`config.mk`:
```
export PLATFORM = sky130hd
export DESIGN_NAME = cp0
export DESIGN_NICKNAME = d
export VERILOG_FILES = /design/src/rtl/cp0_pkg.sv /design/src/rtl/cp0_timer.sv /design/src/rtl/cp0.sv
export SDC_FILE = /design/constraint.sdc
export NUM_CORES = 1
export LEC_CHECK = 0
export ABC_AREA = 1
export BUFFER_PORTS_ARGS = -buffer_cell sky130_fd_sc_hd__buf_2
export CAP_MARGIN = 10
export CORE_MARGIN = 8
export CORE_UTILIZATION = 38
export CTS_BUF_LIST = sky130_fd_sc_hd__clkbuf_16
export DETAILED_ROUTE_END_ITERATION = 10
export MAX_ROUTING_LAYER = met4
export PLACE_DENSITY = 0.71
export SETUP_SLACK_MARGIN = 0.02
export SYNTH_ARGS = -nofsm -noshare
export SYNTH_HDL_FRONTEND = slang
export SYNTH_HIERARCHICAL = 1
export SYNTH_SLANG_ARGS = --single-unit
```
`constraint.sdc`:
```
create_clock -name clk -period 1.8 [get_ports clk]
set_clock_uncertainty 0.05 [all_clocks]
set_input_delay 0.18 -clock clk [delete_from_list [all_inputs] [get_ports clk]]
set_output_delay 0.18 -clock clk [all_outputs]
set_load 0.005 [all_outputs]
```
`src/rtl/cp0_pkg.sv`:
```
// Shared constants for the coprocessor-0 block: register indices, exception
// codes, Status/Cause field positions and the EXL state encoding.
package cp0_pkg;

    localparam logic [31:0] PRID = 32'h0000_4D50;

    // Register indices (mfc0/mtc0 rd field)
    localparam logic [4:0] REG_COUNT   = 5'd9;
    localparam logic [4:0] REG_COMPARE = 5'd11;
    localparam logic [4:0] REG_SR      = 5'd12;
    localparam logic [4:0] REG_CAUSE   = 5'd13;
    localparam logic [4:0] REG_EPC     = 5'd14;
    localparam logic [4:0] REG_PRID    = 5'd15;

    // ExcCode values driven by the controller
    localparam logic [4:0] EXC_INT  = 5'd0;
    localparam logic [4:0] EXC_ADEL = 5'd4;
    localparam logic [4:0] EXC_RI   = 5'd10;
    localparam logic [4:0] EXC_OV   = 5'd12;

    // Status / Cause field bit positions
    localparam int SR_IE        = 0;
    localparam int SR_EXL       = 1;
    localparam int SR_IM_LO     = 10;
    localparam int SR_IM_HI     = 15;
    localparam int CAUSE_EXC_LO = 2;
    localparam int CAUSE_EXC_HI = 6;
    localparam int CAUSE_IP_LO  = 10;
    localparam int CAUSE_IP_HI  = 15;

    typedef enum logic {
        ST_NORMAL = 1'b0,
        ST_EXC    = 1'b1
    } exl_state_t;

    // Assemble the architectural Status word; unimplemented bits read 0
    function automatic logic [31:0] pack_status(input logic [5:0] im,
                                                input logic exl,
                                                input logic ie);
        logic [31:0] v;
        v = 32'h0;
        v[SR_IM_HI:SR_IM_LO] = im;
        v[SR_EXL] = exl;
        v[SR_IE]  = ie;
        return v;
    endfunction

    // Assemble the architectural Cause word; unimplemented bits read 0
    function automatic logic [31:0] pack_cause(input logic [5:0] ip,
                                               input logic [4:0] code);
        logic [31:0] v;
        v = 32'h0;
        v[CAUSE_IP_HI:CAUSE_IP_LO]   = ip;
        v[CAUSE_EXC_HI:CAUSE_EXC_LO] = code;
        return v;
    endfunction

endpackage

```
`src/rtl/cp0_timer.sv`:
```
// Count/Compare timer for cp0. Count free-runs and wraps; the pending bit
// sets when the freshly incremented Count equals Compare and clears on any
// write to Compare. A write to Count replaces that cycle's increment.
module cp0_timer
    import cp0_pkg::*;
(
    input  logic        clk,
    input  logic        rst,
    input  logic        i_we,
    input  logic [4:0]  i_a2,
    input  logic [31:0] i_din,
    output logic [31:0] o_count,
    output logic [31:0] o_compare,
    output logic        o_pending
);

    logic [31:0] r_count;
    logic [31:0] r_compare;
    logic        r_pending;
    logic [31:0] w_count_inc;
    logic        w_ld_count;
    logic        w_ld_compare;

    assign w_count_inc  = r_count + 32'd1;
    assign w_ld_count   = i_we && (i_a2 == REG_COUNT);
    assign w_ld_compare = i_we && (i_a2 == REG_COMPARE);

    // Count/Compare registers and the match-pending flag
    always_ff @(posedge clk or posedge rst) begin
        if (rst) begin
            r_count   <= 32'h0;
            r_compare <= 32'h0;
            r_pending <= 1'b0;
        end else begin
            r_count <= w_ld_count ? i_din : w_count_inc;
            if (w_ld_compare)
                r_compare <= i_din;
            // Compare write acknowledges the interrupt and wins over a match
            if (w_ld_compare)
                r_pending <= 1'b0;
            else if (!w_ld_count && (w_count_inc == r_compare))
                r_pending <= 1'b1;
        end
    end

    assign o_count   = r_count;
    assign o_compare = r_compare;
    assign o_pending = r_pending;

endmodule

```
`src/rtl/cp0.sv`:
```
// Coprocessor 0: Status, Cause, EPC, PRId, interrupt latching and request.
// Optional Count/Compare timer is built when CP0_TIMER_EN is defined.
module cp0
    import cp0_pkg::*;
(
    input  logic        clk,
    input  logic        rst,
    input  logic [4:0]  a1,
    input  logic [4:0]  a2,
    input  logic [31:0] din,
    input  logic        we,
    input  logic [31:2] pc,
    input  logic [6:2]  exccode,
    input  logic [7:2]  hwint,
    input  logic        exlSet,
    input  logic        exlClr,
    output logic        intReq,
    output logic [31:2] epc,
    output logic [31:0] dout
);

    exl_state_t  r_state;
    exl_state_t  w_state_nxt;
    logic [5:0]  r_im;
    logic        r_ie;
    logic [5:0]  r_ip;
    logic [29:0] r_epc;
    logic [4:0]  r_exccode;
    logic        w_exl;
    logic        w_we;
    logic        w_tpend;

    // Entry/return strobes own the cycle; a coinciding mtc0 is dropped
    assign w_we  = we & ~exlSet & ~exlClr;
    assign w_exl = (r_state == ST_EXC);

`ifdef CP0_TIMER_EN
    logic [31:0] w_count;
    logic [31:0] w_compare;

    cp0_timer u_timer (
        .clk       (clk),
        .rst       (rst),
        .i_we      (w_we),
        .i_a2      (a2),
        .i_din     (din),
        .o_count   (w_count),
        .o_compare (w_compare),
        .o_pending (w_tpend)
    );
`else
    assign w_tpend = 1'b0;
`endif

    // EXL next state: entry > return > software write of Status.EXL
    always_comb begin
        w_state_nxt = r_state;
        if (exlSet)
            w_state_nxt = ST_EXC;
        else if (exlClr)
            w_state_nxt = ST_NORMAL;
        else if (w_we && (a2 == REG_SR))
            w_state_nxt = din[SR_EXL] ? ST_EXC : ST_NORMAL;
    end

    // EXL state register
    always_ff @(posedge clk or posedge rst) begin
        if (rst)
            r_state <= ST_NORMAL;
        else
            r_state <= w_state_nxt;
    end

    // Status IM/IE, EPC and ExcCode updates
    always_ff @(posedge clk or posedge rst) begin
        if (rst) begin
            r_im      <= 6'h0;
            r_ie      <= 1'b0;
            r_epc     <= 30'h0;
            r_exccode <= 5'h0;
        end else begin
            if (exlSet) begin
                r_epc     <= pc;
                r_exccode <= exccode;
            end else if (w_we && (a2 == REG_EPC)) begin
                r_epc <= din[31:2];
            end
            if (w_we && (a2 == REG_SR)) begin
                r_im <= din[SR_IM_HI:SR_IM_LO];
                r_ie <= din[SR_IE];
            end
        end
    end

    // Interrupt-pending lines sampled every cycle; timer shares IP7
    always_ff @(posedge clk or posedge rst) begin
        if (rst)
            r_ip <= 6'h0;
        else
            r_ip <= {hwint[7] | w_tpend, hwint[6:2]};
    end

    assign intReq = (|(r_ip & r_im)) & r_ie & ~w_exl;
    assign epc    = r_epc;

    // Combinational read mux; same-cycle writes are not forwarded
    always_comb begin
        dout = 32'h0;
        case (a1)
            REG_SR:      dout = pack_status(r_im, w_exl, r_ie);
            REG_CAUSE:   dout = pack_cause(r_ip, r_exccode);
            REG_EPC:     dout = {r_epc, 2'b00};
            REG_PRID:    dout = PRID;
`ifdef CP0_TIMER_EN
            REG_COUNT:   dout = w_count;
            REG_COMPARE: dout = w_compare;
`endif
            default:     dout = 32'h0;
        endcase
    end

endmodule

```
After elaboration in Yosys (flattened, before gate mapping)
Index checks and enable logic that the tools add are counted.
- bits of input ports: 88
- register bits: 49
- word-level logic and storage cells: 32
- output and inout bits: 63
- reduce and logical (&&, ||, !) cells: 5
- equal/unequal tests: 6
- bitwise operators: 8
- muxes and demuxes: 7
- operators with widths (cell ; number):
    32-bit one-hot mux with 4 select lines ; 1
    30-bit two-way mux ; 2
    5-bit by 4-bit == test with 1-bit output, second input constant ; 6
    6-bit bitwise AND ; 1
    6-bit OR reduction ; 1
    1-bit bitwise AND ; 4
    1-bit two-way mux ; 4
    1-bit NOT ; 3
    3-bit nonzero test ; 1
    1-bit logical AND ; 2
    2-bit nonzero test ; 1

Logic depth before layout (Yosys ltp)
Gate-level depths: netlist of the first run.
- word-level depth: 7
- depth in mapped cells: 9
- mapped depth without buffers: 7

Worst setup path after synthesis of the first run
Ideal clock, no wire load.
- path type: input port to flip-flop
- start: in exlSet
- end: reg r_ie
- stages: 7
- buffers on the path: 1
- required time: 1.632 ns
- slack: 0.675 ns
- data arrival time: 0.957 ns
- setup time: 0.118 ns
- cells stage by stage: buf_2 -> inv_4 -> nand2_2 -> inv_1 -> nand3_1 -> nand2_1 -> nand2_1
- cells in the longest elaborated chain, start to end: 4
- RTL lines (element ; RTL line ; text):
    start: declaration ; cp0.sv:15 ; input logic exlSet,
    1-bit NOT ; cp0.sv:34 ; assign w_we = we & ~exlSet & ~exlClr;
    1-bit bitwise AND (2 in series) ; cp0.sv:34 ;
    1-bit logical AND ; cp0.sv:88 ; if (w_we && (a2 == REG_SR)) begin
    end signal: assignment ; cp0.sv:90 ; r_ie <= din[SR_IE];
    end: declaration ; cp0.sv:25 ; logic r_ie;
Every way passes these cells.
A chain may end at the register's enable or synchronous reset.

Worst setup path in the final report of the first run
- start: reg r_im[3]
- end: out intReq
- cells in the longest elaborated chain, start to end: 4
- RTL lines (element ; RTL line ; text):
    start: declaration ; cp0.sv:24 ; logic [5:0] r_im;
    start signal: assignment ; cp0.sv:89 ; r_im <= din[SR_IM_HI:SR_IM_LO];
    6-bit bitwise AND ; cp0.sv:103 ; assign intReq = (|(r_ip & r_im)) & r_ie & ~w_exl;
    6-bit OR reduction ; cp0.sv:103 ;
    1-bit bitwise AND (2 in series) ; cp0.sv:103 ;
    end: declaration ; cp0.sv:17 ; output logic intReq,
Every way passes these cells.

==> impl_results.md, run 1 <==
* Placed Area at 0.00363 sq mm
* DR top layer: met4
* Static Leak at 2.34 nW
* Port buffer count at 150
* Die area at 0.0102 sq mm
* Slew Viols, Final at 0
* Switching share of power at 27.3%
* Crit path kind: flop to primary output
* Clock tree from TritonCTS: yes
* Worst r2r src: r_state
* Min-Delay Path Class: input pin to asynchronous set/reset pin
* Crit path capture type: primary output
* PostCTS Resize Cnt at 0
* Relative slew slack at 57.6%
* All-layer global routing usage at 18.2%
* Max FO, Critical Path at 3
* Synth area leader: dfrtp_1
* CP Data Required Time at 1.57 ns
* M1 WL at 4.22 mm
* Fin Setup TNS at 0 ns
* Slowest library cell on the worst path: dfrtp_1
* Die Wd at 101 um
* # rows at 31
* Post-Synth XOR/XNOR Area at 0%
* Min Tclk post-route at 1.39 ns
* Syn Inst Count at 406
* Final Cycle Share at 77.2%
* Worst slew pin tran at 0.636 ns
* Internal Power at 2.10 mW
* Status: finished, final reports clean
* Syn nets at 494
* Post-Synthesis Mean Instance Area at 6.80 sq um
* Clk_lat worst skew at 0.28 ns
* R2R Setup Slk at 0.95 ns
* Synthesis Warnings at 6
* DRT iter0 DRCs at 144
* Post-route cell area at 0.00386 sq mm
* Main combinational cell family by area after synthesis: simple AND/OR/NAND/NOR gates
* Total Power at 2.89 mW
* Largest cells by area after synthesis: dfrtp_1, nand2_1, nand3_1
* Combinational power share at 18.2%
* Pwr Density at 748 mW/mm^2
* Max frequency at 0.720 GHz
* Die Ht at 101 um
* Adder-Cell Fraction of Synth Area at 0%
* Via count at 3,083
* Unique cell type count in the Yosys netlist at 19
* Clock Tree Buf Depth at 2
* WL final at 9.08 mm
* Synth Area in Compound Gates at 1.54%
* Reg clk slew, reported paths at 0.07 ns
* Mapped Area at 0.00276 sq mm
* Num ports at 151
* Area Overhead vs Synth at 39.9%
* Vias in the first global route at 3,027
* Unrepaired setup endpoints after global routing: no
* First-pass GRT wire length at 14.6 mm
* Final setup vio count at 0
* CTS H-tree lvls at 2
* Core box area at 0.00714 sq mm
* Vias per Instance at 4.66
* Root buf cell: clkbuf_16
* CP Cell Sequence: nand2_1, nand3_1, nor2_1, nor3_1, buf_2
* Antenna Cells at 0
* Fin nets at 650
* DRC Markers at 0
* Max-Cap Viols at 0
* Largest incremental delay on the critical path at 0.40 ns
* Final hold vios at 0
* Net Sw Power at 0.787 mW
* Total gr overflow at 0
* Wirelength per Cell at 13.7 um
* Synth Area in Simple Gates at 45.5%
* Sequential fraction of the synthesis area at 44.4%
* Number of synthesized register bits at 49
* Antenna violations before repair at 0
* FF-to-FF path depth at 4
* Share of layout cells above drive strength 1 at 32.1%
* Clock network fraction of total power at 37.1%
* Routed wl met3 at 622 um
* Mux cell area share after synthesis at 0%
* Sink Count at 49
* Hpwl dp at 7.00 mm
* Initial Utilization at 38.7%
* Gpl congestion at 0.817
* Startpoint types: flop
* Maximum VDD drop at 502 uV
* Power share of the sequential group at 44.7%
* R2r endpoint: r_state
* CTS Buf Count at 5
* DRT Pass-1 Iters at 4
* DR WL met2 at 4.20 mm
* Largest net degree at the start of global routing at 50
* Final ANT Viol Nets at 0
* Worst Path Arrival at 1.16 ns
* Area fraction of the dominant cell type after synthesis at 44.4%
[Yosys cell counts]
master and instances:
nor3_4 1, nor3_1 2, nand2_2 2, inv_1 30
buf_1 2, o21ai_0 7, nand4_1 11, nor2_4 1
o211ai_1 1, nor2_2 1, nand2_1 185, inv_4 1
buf_6 3, nand3_1 64, nand3_2 1, dfrtp_1 49
clkbuf_1 8, nor2_1 28, buf_2 9
[worst max-delay path by stage]
| stage | from | endpoint | slack (ns) | depth (start not counted) |
|---|---|---|---|---|
| finish | r_im[3] | intReq | 0.41 | 5 |
| global route | a1[3] | dout[3] | 0.25 | 6 |
| CTS | r_im[5] | intReq | 0.39 | 5 |
| detailed placement | exlSet | epc[3] | 0.36 | 8 |
| global placement | exlSet | epc[26] | 0.40 | 8 |
| floorplan | rst | epc[10] | 0.40 | 1 |
[layer usage]
metal / GRT usage, % / up-vias
met5: - / -
met1: 23.6 / 1391
met4: 2.75 / 0
met3: 5.15 / 2
met2: 28.0 / 105
li1: - / 1585
[through the flow]
stage | setup WS (ns) | utilization (%) | hold WS [ns] | instances
after floorplan | 0.397 | - | 0.161 | 406
after detailed placement | 0.357 | 50.9 | 0.240 | 648
final | 0.411 | 54.1 | 0.00432 | 662
after CTS | 0.386 | 54.1 | 0.0392 | 662
after global placement | 0.395 | 50.9 | 0.239 | 648
after global routing | 0.248 | 54.1 | 0.0587 | 662
[timing repair]
action                                  4_1_cts  5_1_grt
hold buffers                                  6        0
buffers inserted                              0        0
endpoints found under the setup margin        0        0
endpoints found under the hold margin         6        0
[area by class of cell]
class / count / area, sq um
clock buffer: 5 / 125
sequential: 49 / 1230
inverter: 31 / 119
tap: 99 / 124
clock inverter: 3 / 43.8
multi-input combinational: 304 / 1300
timing repair buffer: 171 / 923
fill: 751 / 3280
[cells in the final DEF (no fill, tap or decap), types with 2 or more instances in the layout]
cell type,netlist,layout
nor3_1,2,2
inv_1,30,29
nor2_1,28,28
nand2_1,185,185
dlygate4sd3_1,0,6
buf_2,9,150
buf_4,0,15
dfrtp_1,49,49
nand4_1,11,11
nand2_2,2,2
o21ai_0,7,7
nand3_1,64,64
clkbuf_16,0,5
[cells by family (layout without fill, tap and decap cells)]
group / Yosys count / in the layout
AOI/OAI and AO/OA: 8 / 8
buffers and inverters: 53 / 210
DFF: 49 / 49
and+or+nand+nor: 296 / 296
[critical path, delay by kind of cell, from the launching register on]
| kind | cells | cell delay, ns |
|---|---|---|
| buffers and inverters | 1 | 0.12 |
| flip-flops | 1 | 0.40 |
| AND/OR/NAND/NOR | 4 | 0.36 |
[state kept, by name, summed over array words and instances, names as in the netlist]
name,flops
r_im,6
r_ip,6
r_state,1
r_ie,1
r_exccode,5
epc,30
[power by group through the flow]
stage          registers (mW)  logic [mW]  clock network [mW]
2_1_floorplan            1.29       0.263                   0
3_3_place_gp             1.31       0.511                   0
3_5_place_dp             1.31       0.524                   0
4_1_cts                  1.29       0.535                1.09
5_1_grt                  1.30       0.597                1.15
6_report                 1.29       0.525                1.07
No activity file was read; power rests on OpenSTA's default activity.
==> inputs of run 2 (changes only) <==
Settings changed: PLACE_DENSITY 0.71 to 0.74.
Clock period 1.8 ns to 1.25 ns, I/O delays scaled along.
==> impl_results.md, run 2 (synthesized netlist as in run 1, its figures left out) <==
* Status: finished, violations left (was finished, final reports clean)
* Failing checks: setup timing
* Root buf cell: clkbuf_16 (unchanged)
* Core box area at 0.00714 sq mm (unchanged)
* Vias in the first global route at 3,271 (was 3,027)
* Total gr overflow at 0 (unchanged)
* Vias per Instance at 4.69 (was 4.66)
* Wirelength per Cell at 13.6 um (was 13.7 um)
* # rows at 31 (unchanged)
* Final std cells w/o fill at 675 (was 662)
* Most frequent cells in the layout: nand2_1, buf_2, nand3_1 (unchanged)
* Die area at 0.0102 sq mm (unchanged)
* Sink Count at 49 (unchanged)
* Clock tree from TritonCTS: yes (unchanged)
* Slowest library cell on the worst path: dfrtp_1 (unchanged)
* Initial Utilization at 38.7% (unchanged)
* CTS Buf Count at 5 (unchanged)
* Layout filler cell count at 723 (was 751)
* Num ports at 151 (unchanged)
* Fin nets at 663 (was 650)
* Clk_lat worst skew at 0.27 ns (was 0.28 ns)
* CP Data Required Time at 1.08 ns (was 1.57 ns)
* First-pass GRT wire length at 15.0 mm (was 14.6 mm)
* M1 WL at 4.06 mm (was 4.22 mm)
* Final setup vio count at 4 (was 0)
* Gpl congestion at 0.923 (was 0.817)
* Antenna violations before repair at 0 (unchanged)
* Worst Path Arrival at 1.14 ns (was 1.16 ns)
* Routed wl met3 at 663 um (was 622 um)
* Largest incremental delay on the critical path at 0.40 ns (about the same)
* Max FO, Critical Path at 2 (was 3)
* Static Leak at 2.44 nW (was 2.34 nW)
* Hpwl dp at 6.96 mm (was 7.00 mm)
* Final ANT Viol Nets at 0 (unchanged)
* Crit path capture type: primary output (unchanged)
* Largest net degree at the start of global routing at 50 (unchanged)
* Worst hold path cell count at 3
* Max frequency at 0.760 GHz
* Worst hold start: exccode[5]
* All-layer global routing usage at 18.5% (was 18.2%)
* R2r endpoint: r_im[1] (was r_state)
* DR WL met2 at 4.40 mm (was 4.20 mm)
* WL final at 9.17 mm (was 9.08 mm)
* Port buffer count at 150 (unchanged)
* Max-Cap Viols at 0 (unchanged)
* R2R Setup Slk at 0.34 ns (was 0.95 ns)
* Antenna Cells at 0 (unchanged)
* Bufs and invs on worst path at 1 (unchanged)
* Unrepaired setup endpoints after global routing: yes (was no)
* Worst r2r src: r_im[1] (was r_state)
* Startpoint types: flop (unchanged)
* CP delay by family, top: flip-flops (unchanged)
* Die Ht at 101 um (unchanged)
* Pre-CTS setup slack at 0.0418 ns (was 0.357 ns)
* Final hold vios at 0 (unchanged)
* Reg clk slew, reported paths at 0.06 ns (was 0.07 ns)
* Min Tclk post-route at 1.32 ns
* CP Cell Sequence: nand2_2, nand3_4, nor2_4, nor3_2, buf_2 (was nand2_1, nand3_1, nor2_1, nor3_1, buf_2)
* Largest register FFs at 30 (unchanged)
* Hold Path End: r_exccode[3]
* Maximum VDD drop at 530 uV (was 502 uV)
* DRT iter0 DRCs at 151 (was 144)
* FF-to-FF path depth at 4 (unchanged)
* Pwr Density at 1020 mW/mm^2 (was 748 mW/mm^2)
* Worst slew pin tran at 0.405 ns (was 0.636 ns)
* Total Power at 4.16 mW (was 2.89 mW)
* Fin Setup TNS at -0.116 ns (was 0 ns)
* Area Overhead vs Synth at 47.4% (was 39.9%)
* Final core occ at 57.0% (was 54.1%)
* Share of layout cells above drive strength 1 at 35.2% (was 32.1%)
* Min-Delay Path Class: input pin to flop (was input pin to asynchronous set/reset pin)
* DRC Markers at 0 (unchanged)
* DRT Pass-1 Iters at 4 (unchanged)
* Relative slew slack at 73.0% (was 57.6%)
* Clock Tree Buf Depth at 2 (unchanged)
* Crit path kind: flop to primary output (unchanged)
* Dpl cells at 652 (was 648)
* Slew Viols, Final at 0 (unchanged)
* Fin worst setup slack at -0.0665 ns (was 0.411 ns)
* CTS H-tree lvls at 2 (unchanged)
* Final Cycle Share at 105%
* Via count at 3,163 (was 3,083)
* Most common cell after layout, fill and taps aside: nand2_1 (unchanged)
* DR top layer: met4 (unchanged)
* Die Wd at 101 um (unchanged)
[run 2: cell types whose count changed in the layout (fill, tap and decap cells not counted), moves of 4 or more]
cell,before,now
nand3_2,1,5
nand3_1,64,59
buf_12,0,4
buf_4,15,22
[run 2: cell type report]
cell class | instances | area, sq um | share of cell area, %
Multi-Input combinational cell | 304 | 1360 | 33.3
Sequential cell | 49 | 1230 | 30.1
Timing Repair Buffer | 184 | 1080 | 26.5
Clock buffer | 5 | 125 | 3.08
Tap cell | 99 | 124 | 3.05
Inverter | 31 | 123 | 3.01
Clock inverter | 3 | 37.5 | 0.923
[run 2: routing by layer]
metal | up-vias | GRT usage (%)
met2 | 118 | 30.4
met5 | - | -
met1 | 1432 | 22.7
met4 | 0 | 3.32
met3 | 6 | 4.67
li1 | 1607 | -
[run 2: how the worst max path moves through the flow]
stage          endpoint  cells after the start  startpoint
2_1_floorplan      r_ie                      7      exlSet
6_report         intReq                      5     r_im[3]
3_3_place_gp   dout[25]                      7       a1[3]
3_5_place_dp    dout[6]                      6       a1[4]
5_1_grt          intReq                      5     r_ip[0]
4_1_cts          intReq                      5     r_im[0]
[run 2: per-stage QoR]
stage                     cell area [sq um]  hold slack (ns)
final                                  4070           0.0128
after floorplan                        2760            0.106
after detailed placement               3710            0.161
after global routing                   4070           0.0239
after CTS                              3980          0.00576
after global placement                 3710            0.155
[run 2: worst min-delay path, cell delays in order]
cell and delay (ns):
buf_2 0.08, nand2_1 0.04, o21ai_0 0.06
[run 2: power by group]
group	internal [mW]	switching [mW]
clock network	0.929	0.536
registers	1.73	0.121
logic	0.401	0.440
total	3.06	1.10
[run 2: timing repair]
| action | CTS | global route |
|---|---|---|
| setup endpoints to repair | 1 | 10 |
| pin swaps | 3 | 8 |
| hold endpoints to repair | 55 | 0 |
| buffers inserted | 4 | 4 |
| hold buffers | 7 | 0 |
| cloned | 0 | 0 |
| resized for setup | 2 | 13 |
